`config.mk`:
```
export PLATFORM = sky130hd
export DESIGN_NAME = overlap_window_writer
export DESIGN_NICKNAME = d
export VERILOG_FILES = /design/src/rtl/overlap_window_writer.sv
export SDC_FILE = /design/constraint.sdc
export NUM_CORES = 1
export LEC_CHECK = 0
export CAP_MARGIN = 0
export CORE_ASPECT_RATIO = 1.25
export CORE_MARGIN = 2
export CORE_UTILIZATION = 25
export CTS_CLUSTER_DIAMETER = 30
export DETAILED_ROUTE_END_ITERATION = 16
export PLACE_DENSITY = 0.45
export RECOVER_POWER = 50
export SYNTH_ARGS = -nofsm -noshare
export SYNTH_HDL_FRONTEND = slang
export SYNTH_SLANG_ARGS = --single-unit
```
`constraint.sdc`:
```
create_clock -name clk -period 3.23 [get_ports clk]
set_input_delay 0.646 -clock clk [delete_from_list [all_inputs] [get_ports clk]]
set_output_delay 0.646 -clock clk [all_outputs]
set_load 0.02 [all_outputs]
```
`src/rtl/overlap_window_writer.sv`:
```
// Purpose: packs IMDCT samples in pairs and writes whole windows into a ring of slots in the overlap/add sample RAM.
// Latency: RAM write is registered, valid the cycle after the odd sample is accepted; seq_done shares that cycle with the final write.
// Backpressure: sample_ready drops only at a window boundary when every slot is occupied, and returns one cycle after a slot is freed.
module overlap_window_writer #(
   parameter int windowSize = 1024,
   parameter int wordLength = 16,
   parameter int numSlots   = 3,
   parameter int addrWidth  = 11
) (
   input  logic                    clk,
   input  logic                    rst,
   input  logic [wordLength-1:0]   sample_in,
   input  logic                    sample_valid,
   output logic                    sample_ready,
   output logic                    mem_wr_en,
   output logic [addrWidth-1:0]    mem_wr_addr,
   output logic [2*wordLength-1:0] mem_wr_data,
   output logic                    seq_done,
   output logic [1:0]              seq_slot,
   output logic [15:0]             seq_count,
   input  logic                    seq_release,
   output logic [1:0]              slots_used
);

   localparam int HALF  = windowSize / 2;
   localparam int IDX_W = (HALF > 1) ? $clog2(HALF) : 1;

   localparam logic [IDX_W-1:0]     LAST_IDX   = IDX_W'(HALF - 1);
   localparam logic [1:0]           LAST_SLOT  = 2'(numSlots - 1);
   localparam logic [2:0]           NUM_SLOTS3 = 3'(numSlots);
   localparam logic [addrWidth-1:0] HALF_A     = addrWidth'(HALF);

   typedef enum logic [1:0] {
      FILL_LO = 2'd0,
      FILL_HI = 2'd1,
      WAIT    = 2'd2
   } state_t;

   state_t                  r_state;
   logic [wordLength-1:0]   r_lo;
   logic [IDX_W-1:0]        r_word_idx;
   logic [1:0]              r_wr_slot;
   logic [1:0]              r_slots_used;
   logic                    r_mem_wr_en;
   logic [addrWidth-1:0]    r_mem_wr_addr;
   logic [2*wordLength-1:0] r_mem_wr_data;
   logic                    r_seq_done;
   logic [1:0]              r_seq_slot;
   logic [15:0]             r_seq_count;

   logic                    w_ready;
   logic                    w_accept;
   logic                    w_write;
   logic                    w_last_word;
   logic                    w_complete;
   logic                    w_release;
   logic [2:0]              w_slots_next;
   logic [addrWidth-1:0]    w_addr;

   // Handshake and window-boundary decode; a release against an empty ring is dropped.
   assign w_ready     = (r_state != WAIT);
   assign w_accept    = sample_valid && w_ready;
   assign w_write     = w_accept && (r_state == FILL_HI);
   assign w_last_word = (r_word_idx == LAST_IDX);
   assign w_complete  = w_write && w_last_word;
   assign w_release   = seq_release && (r_slots_used != 2'd0);

   // Word address of the pair being written: slot base plus word offset inside the window.
   assign w_addr = ({{(addrWidth-2){1'b0}}, r_wr_slot} * HALF_A)
                 + {{(addrWidth-IDX_W){1'b0}}, r_word_idx};

   // Net occupancy after this edge; a completion and a release in the same cycle cancel.
   always_comb begin
      w_slots_next = {1'b0, r_slots_used};
      if (w_complete && !w_release) begin
         w_slots_next = {1'b0, r_slots_used} + 3'd1;
      end else if (w_release && !w_complete) begin
         w_slots_next = {1'b0, r_slots_used} - 3'd1;
      end
   end

   // Fill state machine: latches the even sample, steps word index and slot, parks in WAIT when the ring is full.
   always_ff @(posedge clk or negedge rst) begin
      if (!rst) begin
         r_state    <= FILL_LO;
         r_lo       <= '0;
         r_word_idx <= '0;
         r_wr_slot  <= 2'd0;
      end else begin
         case (r_state)
            FILL_LO: begin
               if (w_accept) begin
                  r_lo    <= sample_in;
                  r_state <= FILL_HI;
               end
            end
            FILL_HI: begin
               if (w_accept) begin
                  if (w_last_word) begin
                     r_word_idx <= '0;
                     r_wr_slot  <= (r_wr_slot == LAST_SLOT) ? 2'd0 : r_wr_slot + 2'd1;
                     r_state    <= (w_slots_next < NUM_SLOTS3) ? FILL_LO : WAIT;
                  end else begin
                     r_word_idx <= r_word_idx + 1'b1;
                     r_state    <= FILL_LO;
                  end
               end
            end
            WAIT: begin
               if ({1'b0, r_slots_used} < NUM_SLOTS3) begin
                  r_state <= FILL_LO;
               end
            end
            default: begin
               r_state <= FILL_LO;
            end
         endcase
      end
   end

   // RAM write port: one-cycle strobe, address and packed pair held between writes.
   always_ff @(posedge clk or negedge rst) begin
      if (!rst) begin
         r_mem_wr_en   <= 1'b0;
         r_mem_wr_addr <= '0;
         r_mem_wr_data <= '0;
      end else begin
         r_mem_wr_en <= w_write;
         if (w_write) begin
            r_mem_wr_addr <= w_addr;
            r_mem_wr_data <= {sample_in, r_lo};
         end
      end
   end

   // Sequence bookkeeping: completion pulse, completed slot, running count and ring occupancy.
   always_ff @(posedge clk or negedge rst) begin
      if (!rst) begin
         r_seq_done   <= 1'b0;
         r_seq_slot   <= 2'd0;
         r_seq_count  <= 16'd0;
         r_slots_used <= 2'd0;
      end else begin
         r_seq_done   <= w_complete;
         r_slots_used <= w_slots_next[1:0];
         if (w_complete) begin
            r_seq_slot  <= r_wr_slot;
            r_seq_count <= r_seq_count + 16'd1;
         end
      end
   end

   assign sample_ready = w_ready;
   assign mem_wr_en    = r_mem_wr_en;
   assign mem_wr_addr  = r_mem_wr_addr;
   assign mem_wr_data  = r_mem_wr_data;
   assign seq_done     = r_seq_done;
   assign seq_slot     = r_seq_slot;
   assign seq_count    = r_seq_count;
   assign slots_used   = r_slots_used;

endmodule

```
==> impl_metrics.env, run 1 <==
export IMPL_routed_wl_mm=8.71
export IMPL_cts_resized_gates=0
export IMPL_fin_skew_ns=0.00478
export IMPL_synth_flop_cell="dfrtp_1"
export IMPL_final_cell_mix="nand2_1, dfrtp_1, clkdlybuf4s50_1"
export IMPL_core_area_um2=15100
export IMPL_drt_pass1_iterations=4
export IMPL_numCtsBuffers=9
export IMPL_p_int_mw=2.92
export IMPL_grt_max_degree=53
export IMPL_root_buffer="clkbuf_16"
export IMPL_place_area_um2=4980
export IMPL_grt_pass1_wl_mm=14.6
export IMPL_cts_sinks=94
export IMPL_report_final_slew_viol_count=0
export IMPL_grt_pass1_vias=2942
export IMPL_dp_final_hpwl_mm=5.94
export IMPL_drc=0
export IMPL_p_sw_mw=1.55
export IMPL_min_period_ns=2.54
export IMPL_io_pins=86
export IMPL_min_path_type="input port to asynchronous set/reset pin"
export IMPL_critPathMaxFanout=16
export IMPL_via_per_inst=4.14
export IMPL_critPathRequiredTime_ns=3.46
export IMPL_syn_nets=398
export IMPL_fin_crit_sh_pct=78.8
export IMPL_final_common_cell="nand2_1"
export IMPL_finalSetupTns_ns=0
export IMPL_ant_nets=0
export IMPL_ys_async_sr_fraction_pct=100
export IMPL_syn_area_per_cell_um2=10.4
export IMPL_nNetsFinal=485
export IMPL_ys_seq_area_share_pct=60.5
export IMPL_switching_share_pct=34.6
export IMPL_initial_core_util_pct=25.8
export IMPL_die_height_um=143
export IMPL_globalRoute_totalOverflow=0
export IMPL_critPathLaunchType="input port"
export IMPL_power_mw=4.47
export IMPL_setup_viol=0
export IMPL_peakVddDrop_uv=317
export IMPL_worstMarginPinSlew_ns=1.31
export IMPL_max_freq_mhz=393
export IMPL_n_antenna_cell=0
export IMPL_fp_dieArea_um2=16600
export IMPL_track_usage_pct=11.4
export IMPL_reg2reg_depth=9
export IMPL_fillers=1547
export IMPL_portBuffers=85
export IMPL_clk_insertion_delay_late_ns=0.34
export IMPL_netlist_area_um2=3880
export IMPL_cp_end_kind="flip-flop"
export IMPL_cts_clk_slew_worst_paths_ns=0.07
export IMPL_avgRoutedWirePerCell_um=13.0
export IMPL_synth_seq_cells=94
export IMPL_cts_setup_buffers=0
export IMPL_rows=50
export IMPL_worstReg2RegEnd="seq_count[12]"
export IMPL_r2r_slack_ns=0.81
export IMPL_die_w_um=116
export IMPL_power_frac_comb_pct=35.8
export IMPL_cellPowerDensity_nw_per_um2=851
export IMPL_area_delta_synth_final_pct=35.2
export IMPL_ys_types=38
export IMPL_stdcell_area_um2=5250
export IMPL_yosysWarnings=0
export IMPL_antenna_found_initial=0
export IMPL_r2r_start="r_word_idx[0]"
export IMPL_leakage_nw=2.49
export IMPL_p_seq_share_pct=40.8
export IMPL_path_class="input port to flip-flop"
export IMPL_syn_inst=372
export IMPL_rsz0062_at_grt="false"
export IMPL_synth_edf_count=0
export IMPL_first_iter_violations=115
export IMPL_hold_viol_final=0
export IMPL_drive_gt1_share_pct=9.70
export IMPL_cts_max_level=3
export IMPL_cts_hold_buf=0
export IMPL_cts_tree="built"
export IMPL_gp_congestion=0.728
export IMPL_relSlewSlack_pct=12.5
export IMPL_final_util_pct=34.8
export IMPL_status="finished clean"
export IMPL_drv_cap=0
export IMPL_vias=2781
export IMPL_clock_path_buffers=2
export IMPL_cp_arrival_ns=2.77
export IMPL_clkPwrFrac_pct=23.5
export IMPL_whs_ns=0.301
==> metrics by stage <==
stage	worst slack (ns)	instances
floorplan	1.26	372
global placement	0.767	656
detailed placement	0.710	656
CTS	0.785	672
global route	0.559	672
finish	0.685	672
==> routing by layer <==
layer,up-vias,part of all wire [%],GRT usage [%]
li1,1368,-,-
met4,0,1.6,4.50
met3,13,5.6,3.75
met2,64,48,18.6
met5,-,0,0
met1,1336,44,13.9
==> final cells by class <==
class                           instances  area, µm²  area share [%]
Inverter                                8       32.5           0.619
Sequential cell                        94       2350            44.8
Clock buffer                           10        229            4.36
Timing Repair Buffer                   90        892            17.0
Tap cell                              208        260            4.95
Clock inverter                          6       62.6            1.19
Multi-Input combinational cell        256       1420            27.1
==> critical path: stages <==
cell,delay [ns]
dlygate4sd3_1,0.66
nor3b_1,0.20
clkbuf_1,0.83
mux2_2,0.42
==> Yosys cell counts, types with 2 or more instances <==
cell | n | area [µm²]
buf_1 | 3 | 11.3
xnor2_1 | 16 | 140
clkbuf_1 | 3 | 11.3
inv_1 | 6 | 22.5
o21ai_0 | 8 | 40.0
nand3_1 | 8 | 40.0
nor2_1 | 8 | 30.0
a21oi_1 | 4 | 20.0
and3_1 | 3 | 18.8
nand2_1 | 154 | 578
nand4_1 | 3 | 18.8
xor2_1 | 2 | 17.5
nor2b_1 | 2 | 12.5
ha_1 | 6 | 75.1
buf_2 | 6 | 30.0
nand4_4 | 2 | 42.5
dfrtp_1 | 94 | 2350
a21o_1 | 2 | 15.0
mux2_2 | 16 | 180
xnor2_2 | 2 | 32.5
nor3_1 | 7 | 35.0
==> cell families after synthesis <==
| kind of cell | after synthesis | share of synthesized area [%] |
|---|---|---|
| AOI/OAI and AO/OA | 17 | 2.48 |
| adders and majority gates | 6 | 1.93 |
| DFF | 94 | 60.5 |
| buffers and inverters | 22 | 2.67 |
| xor gates and xnor gates | 20 | 4.90 |
| and+or+nand+nor | 196 | 22.6 |
| muxes | 17 | 4.90 |
==> power by group through the flow <==
stage	clock network, mW	logic (mW)	registers [mW]
finish	1.05	1.60	1.82
global route	1.14	1.76	1.89
CTS	1.10	1.64	1.83
global placement	0	1.62	1.84
detailed placement	0	1.63	1.85
floorplan	0	0.605	2.11
==> worst max-delay path by stage <==
stage,from,end,slack (ns),cells after the start
after floorplan,r_word_idx[0],seq_count[6],1.26,10
final,sample_valid,r_lo[2],0.69,4
after global placement,sample_valid,seq_count[12],0.77,6
after CTS,r_word_idx[0],seq_count[12],0.78,9
after global routing,sample_valid,r_lo[11],0.56,4
after detailed placement,sample_valid,seq_count[12],0.71,6
==> state kept, by name, indices dropped and copies added, names as in the netlist <==
register     count
r_lo            16
r_wr_slot        2
mem_wr_data     32
mem_wr_addr     11
slots_used       2
mem_wr_en        1
r_word_idx       9
seq_count       16
r_state          2
seq_done         1
seq_slot         2
(Power assumes the default switching activity.)
==> run 2: changes to the inputs <==
--- a/config.mk
+++ b/config.mk
@@ -11,7 +11,7 @@
 export CORE_UTILIZATION = 25
 export CTS_CLUSTER_DIAMETER = 30
 export DETAILED_ROUTE_END_ITERATION = 16
-export PLACE_DENSITY = 0.45
+export PLACE_DENSITY = 0.47
 export RECOVER_POWER = 50
 export SYNTH_ARGS = -nofsm -noshare
 export SYNTH_HDL_FRONTEND = slang
==> constraint.sdc (replaced) <==
create_clock -name clk -period 2.2 [get_ports clk]
set_input_delay 0.44 -clock clk [delete_from_list [all_inputs] [get_ports clk]]
set_output_delay 0.44 -clock clk [all_outputs]
set_load 0.02 [all_outputs]
==> run 2 against run 1 <==
Effect of this change:
- the flow now finishes with violations (max-capacitance violations, max-slew violations)
- register-to-register slack worse by 0.60 ns
- via count grew 2.0%
- highest routed layer unchanged
- sequential power up 47%
- first-iteration DRC count rose by 5.2%
- combinational power is 49% higher
- routed wire length is 1.7% higher
- largest power group unchanged
- hold slack improved by 0.16 ns
- cell area grew 1.5%
==> impl_metrics.env, run 2 (synthesis gave the netlist of run 1 again) <==
export IMPL_status="finished, violations left"
export IMPL_violations="max-capacitance violations, max-slew violations"
export IMPL_cts_clk_slew_worst_paths_ns=0.07
export IMPL_multi_input_area_um2=1430
export IMPL_drt_pass1_iterations=4
export IMPL_finalSetupTns_ns=0
export IMPL_setup_slack_ns=0.147
export IMPL_power_frac_comb_pct=36.5
export IMPL_r2r_slack_ns=0.21
export IMPL_vias=2836
export IMPL_fin_crit_sh_pct=93.3
export IMPL_routed_wl_mm=8.86
export IMPL_p_int_mw=4.21
export IMPL_fillers=1543
export IMPL_critPathMaxFanout=5
export IMPL_p_seq_share_pct=41.1
export IMPL_hold_viol_final=0
export IMPL_globalRoute_totalOverflow=0
export IMPL_critPathLaunchType="flip-flop"
export IMPL_fin_skew_ns=0.00622
export IMPL_path_class="flip-flop to primary output"
export IMPL_p_sw_mw=2.30
export IMPL_switching_share_pct=35.3
export IMPL_gp_congestion=0.719
export IMPL_antenna_found_initial=0
export IMPL_max_freq_mhz=487
export IMPL_worstMarginPinSlew_ns=1.54
export IMPL_portBuffers=85
export IMPL_cts_tree="built"
export IMPL_cts_resized_gates=0
export IMPL_grt_pass1_wl_mm=14.5
export IMPL_grt_max_degree=38
export IMPL_report_final_slew_viol_count=27
export IMPL_register_area_um2=2350
export IMPL_setup_viol=0
export IMPL_root_buffer="clkbuf_16"
export IMPL_fin_cells=682
export IMPL_die_height_um=143
export IMPL_clkPwrFrac_pct=22.4
export IMPL_grt_pass1_vias=2826
export IMPL_cp_end_kind="primary output"
export IMPL_avgRoutedWirePerCell_um=13.0
export IMPL_initial_core_util_pct=25.8
export IMPL_track_usage_pct=11.3
export IMPL_reg2reg_depth=9
export IMPL_critPathRequiredTime_ns=1.76
export IMPL_drv_cap=1
export IMPL_cts_max_level=3
export IMPL_worstReg2RegEnd="seq_count[12]"
export IMPL_drive_gt1_share_pct=11.6
export IMPL_cts_setup_buffers=0
export IMPL_numCtsBuffers=9
export IMPL_n_antenna_cell=0
export IMPL_cp_arrival_ns=1.61
export IMPL_r2r_start="r_word_idx[0]"
export IMPL_clock_path_buffers=2
export IMPL_cts_sinks=94
export IMPL_ant_nets=0
export IMPL_leakage_nw=2.56
export IMPL_cellPowerDensity_nw_per_um2=1220
export IMPL_post_place_ws_ns=0.0760
export IMPL_final_common_cell="nand2_1"
export IMPL_first_iter_violations=121
export IMPL_clk_insertion_delay_late_ns=0.34
export IMPL_dpl_cell_count=666
export IMPL_core_area_um2=15100
export IMPL_fp_dieArea_um2=16600
export IMPL_final_util_pct=35.4
export IMPL_peakVddDrop_uv=564
export IMPL_drc=0
export IMPL_min_path_type="input port to asynchronous set/reset pin"
export IMPL_dp_final_hpwl_mm=6.34
export IMPL_relSlewSlack_pct=-2.79
export IMPL_via_per_inst=4.16
export IMPL_min_period_ns=2.05
export IMPL_cts_hold_buf=0
export IMPL_die_w_um=116
export IMPL_rows=50
export IMPL_area_delta_synth_final_pct=37.2
export IMPL_largest_reg_flops=32
export IMPL_rsz0062_at_grt="false"
export IMPL_final_cell_mix="nand2_1, dfrtp_1, clkdlybuf4s50_1"
export IMPL_nNetsFinal=495
export IMPL_io_pins=86
## run 2: cell types whose count changed in the layout (fill, tap and decap cells not counted), moves of 3 or more
| cell | before | now |
|---|---|---|
| buf_4 | 3 | 8 |
| clkinv_4 | 0 | 3 |
| clkdlybuf4s50_1 | 83 | 74 |
| dlygate4sd3_1 | 1 | 10 |
## run 2: metrics by stage
step                hold WS, ns  power (mW)  instance area [µm²]
finish                    0.465        6.51                 5330
detailed placement        0.393        5.18                 5080
global route              0.492        6.94                 5330
global placement          0.390        5.14                 5080
CTS                      0.0175        6.69                 5360
floorplan                 0.144        3.99                 3880
## run 2: worst max path at each step
stage	startpoint	cells after the start	endpoint	slack [ns]
2_1_floorplan	r_word_idx[0]	10	seq_count[6]	0.23
3_3_place_gp	r_word_idx[0]	9	seq_count[12]	0.15
5_1_grt	r_word_idx[0]	8	seq_count[15]	0.02
6_report	r_state[0]	3	sample_ready	0.15
3_5_place_dp	r_word_idx[0]	9	seq_count[12]	0.08
4_1_cts	r_word_idx[0]	9	seq_count[12]	0.06
## run 2: critical path: stages (launching register included)
cell,delay [ns]
dfrtp_1,0.45
nor2b_1,0.23
inv_1,0.06
clkdlybuf4s50_1,0.54
## run 2: area by class of cell
class	instances	area share (%)
Clock buffer	10	4.30
Clock inverter	6	0.892
Inverter	8	0.610
Multi-Input combinational cell	256	26.7
Sequential cell	94	44.1
Tap cell	208	4.88
Timing Repair Buffer	100	18.5
## run 2: metal layers
layer	vias up	global-route usage, %	routed length, µm
li1	1386	-	-
met1	1366	14.6	4060
met2	72	17.9	4250
met3	12	2.40	385
met4	0	5.52	158
met5	-	0	0
## run 2: power groups by stage
stage	clock (mW)	combinational [mW]	sequential, mW
global placement	0	2.43	2.71
CTS	1.52	2.48	2.69
global route	1.58	2.60	2.76
floorplan	0	0.889	3.10
detailed placement	0	2.47	2.71
finish	1.46	2.38	2.68
==> run 3: changes to the inputs <==
--- a/config.mk
+++ b/config.mk
@@ -5,13 +5,12 @@
 export SDC_FILE = /design/constraint.sdc
 export NUM_CORES = 1
 export LEC_CHECK = 0
-export CAP_MARGIN = 0
 export CORE_ASPECT_RATIO = 1.25
 export CORE_MARGIN = 2
-export CORE_UTILIZATION = 25
+export CORE_UTILIZATION = 30
 export CTS_CLUSTER_DIAMETER = 30
 export DETAILED_ROUTE_END_ITERATION = 16
-export PLACE_DENSITY = 0.47
+export PLACE_DENSITY = 0.54
 export RECOVER_POWER = 50
 export SYNTH_ARGS = -nofsm -noshare
 export SYNTH_HDL_FRONTEND = slang
==> run 3 against run 2 <==
Effect of this change:
- fmax is 0.61% lower
- combinational power hardly changed
- count of clock-buffer cells in the layout is 1 lower
- highest routed layer unchanged
- critical endpoint unchanged
- the run now ends clean
- largest power group unchanged
- largest cell class unchanged
==> impl_metrics.env, run 3 (synthesis gave the netlist of run 1 again) <==
export IMPL_drive_gt1_share_pct=12.1
export IMPL_avgRoutedWirePerCell_um=13.4
export IMPL_finalSetupTns_ns=0
export IMPL_max_freq_mhz=484
export IMPL_gp_congestion=0.803
export IMPL_portBuffers=85
export IMPL_setup_slack_ns=0.134
export IMPL_whs_ns=0.265
export IMPL_largest_reg_flops=32
export IMPL_leakage_nw=2.51
export IMPL_drc=0
export IMPL_clk_insertion_delay_late_ns=0.34
export IMPL_grt_pass1_vias=2893
export IMPL_rsz0062_at_grt="false"
export IMPL_cpMaxStageDelayCell="clkdlybuf4s50_1"
export IMPL_clock_path_buffers=2
export IMPL_status="finished clean"
export IMPL_rows=46
export IMPL_peakVddDrop_uv=532
export IMPL_relSlewSlack_pct=31.9
export IMPL_worstMarginPinSlew_ns=1.02
export IMPL_dp_final_hpwl_mm=5.84
export IMPL_cp_end_kind="primary output"
export IMPL_grt_pass1_wl_mm=14.5
export IMPL_grt_max_degree=60
export IMPL_numCtsBuffers=9
export IMPL_worst_path_buf_inv=2
export IMPL_path_cells="nor2b_1 > inv_1 > clkdlybuf4s50_1"
export IMPL_switching_share_pct=35.6
export IMPL_p_sw_mw=2.32
export IMPL_cts_max_level=3
export IMPL_drt_pass1_iterations=5
export IMPL_critPathMaxFanout=5
export IMPL_vias=2837
export IMPL_fin_skew_ns=0.00489
export IMPL_cts_tree="built"
export IMPL_root_buffer="clkbuf_16"
export IMPL_n_antenna_cell=0
export IMPL_die_w_um=106
export IMPL_cellPowerDensity_nw_per_um2=1240
export IMPL_cp_arrival_ns=1.63
export IMPL_clkPwrFrac_pct=22.8
export IMPL_via_per_inst=4.44
export IMPL_power_frac_comb_pct=36.4
export IMPL_ant_nets=0
export IMPL_cts_clk_slew_worst_paths_ns=0.07
export IMPL_cts_hold_buf=0
export IMPL_worst_path_largest_cell_delay_ns=0.54
export IMPL_first_iter_violations=121
export IMPL_globalRoute_totalOverflow=0
export IMPL_setup_viol=0
export IMPL_post_place_ws_ns=0.0344
export IMPL_nNetsFinal=492
export IMPL_path_class="flip-flop to primary output"
export IMPL_routed_wl_mm=8.56
export IMPL_min_period_ns=2.07
export IMPL_critPathLaunchType="flip-flop"
export IMPL_track_usage_pct=13.0
export IMPL_core_area_um2=12700
export IMPL_antenna_found_initial=0
export IMPL_fp_dieArea_um2=13900
export IMPL_final_common_cell="nand2_1"
export IMPL_hold_viol_final=0
export IMPL_initial_core_util_pct=30.7
export IMPL_p_seq_share_pct=40.9
export IMPL_critPathRequiredTime_ns=1.76
export IMPL_fin_crit_sh_pct=93.9
export IMPL_cts_sinks=94
export IMPL_area_delta_synth_final_pct=34.9
export IMPL_min_path_type="input port to asynchronous set/reset pin"
export IMPL_crit_family="buffers and inverters"
export IMPL_final_cell_mix="nand2_1, dfrtp_1, clkdlybuf4s50_1"
export IMPL_die_height_um=131
export IMPL_io_pins=86
export IMPL_cts_setup_buffers=0
export IMPL_p_int_mw=4.20
export IMPL_report_final_slew_viol_count=0
export IMPL_drv_cap=0
export IMPL_final_util_pct=41.4
[run 3: cell types whose count changed in the layout (fill, tap and decap cells not counted), sizes merged]
| cell | before | now |
|---|---|---|
| clkdlybuf4s50 | 74 | 83 |
| clkinvlp | 1 | 3 |
| clkinv | 4 | 2 |
| clkbuf | 15 | 14 |
| inv | 9 | 10 |
| buf | 11 | 8 |
| dlygate4sd3 | 10 | 1 |
[run 3: path summary, 6_finish.rpt]
path	from	end	slack, ns	cells after the start
max in group asynchronous	rst	r_lo[0]	0.47	2
max reg2reg	r_word_idx[1]	seq_count[6]	0.16	9
min	rst	mem_wr_addr[6]	0.26	1
min reg2reg	r_lo[12]	mem_wr_data[12]	0.47	2
min in group clk	r_lo[12]	mem_wr_data[12]	0.47	2
max	r_state[0]	sample_ready	0.13	3
[run 3: per-layer routing]
metal  track usage [%]  part of all wire [%]
met2              21.2                    49
met3              2.83                   4.6
met4              5.48                   2.0
met5                 0                     0
met1              16.7                    45
[run 3: metrics by stage]
step / total power [mW] / std cells / cell area (µm²)
final: 6.52 / 639 / 5240
after global routing: 6.97 / 639 / 5240
after CTS: 6.67 / 639 / 5280
after detailed placement: 5.16 / 623 / 5000
after global placement: 5.10 / 623 / 5000
after floorplan: 3.99 / 372 / 3880
[run 3: power by group through the flow]
stage	sequential [mW]	clock [mW]	combinational (mW)
6_report	2.66	1.48	2.37
3_5_place_dp	2.70	0	2.46
2_1_floorplan	3.10	0	0.889
4_1_cts	2.68	1.54	2.46
3_3_place_gp	2.69	0	2.41
5_1_grt	2.75	1.61	2.62
[run 3: worst reg2reg max path: stages, from the launching register on]
cell,delay (ns)
dfrtp_1,0.39
ha_1,0.22
nand3_1,0.09
nor2_1,0.12
ha_2,0.27
nand4b_4,0.17
inv_4,0.08
and3_2,0.31
nand4_4,0.13
xnor2_2,0.14
[run 3: final cells by class]
class | count | area (µm²)
tap | 168 | 210
sequential | 94 | 2350
clock inverter | 7 | 57.6
multi-input combinational | 256 | 1430
fill | 1231 | 7420
clock buffer | 9 | 225
inverter | 8 | 32.5
timing repair buffer | 97 | 931
[run 3: timing repair]
action	in CTS	in global routing
gates resized for setup	0	2
endpoints found under the setup margin	0	8
endpoints found under the hold margin	0	0
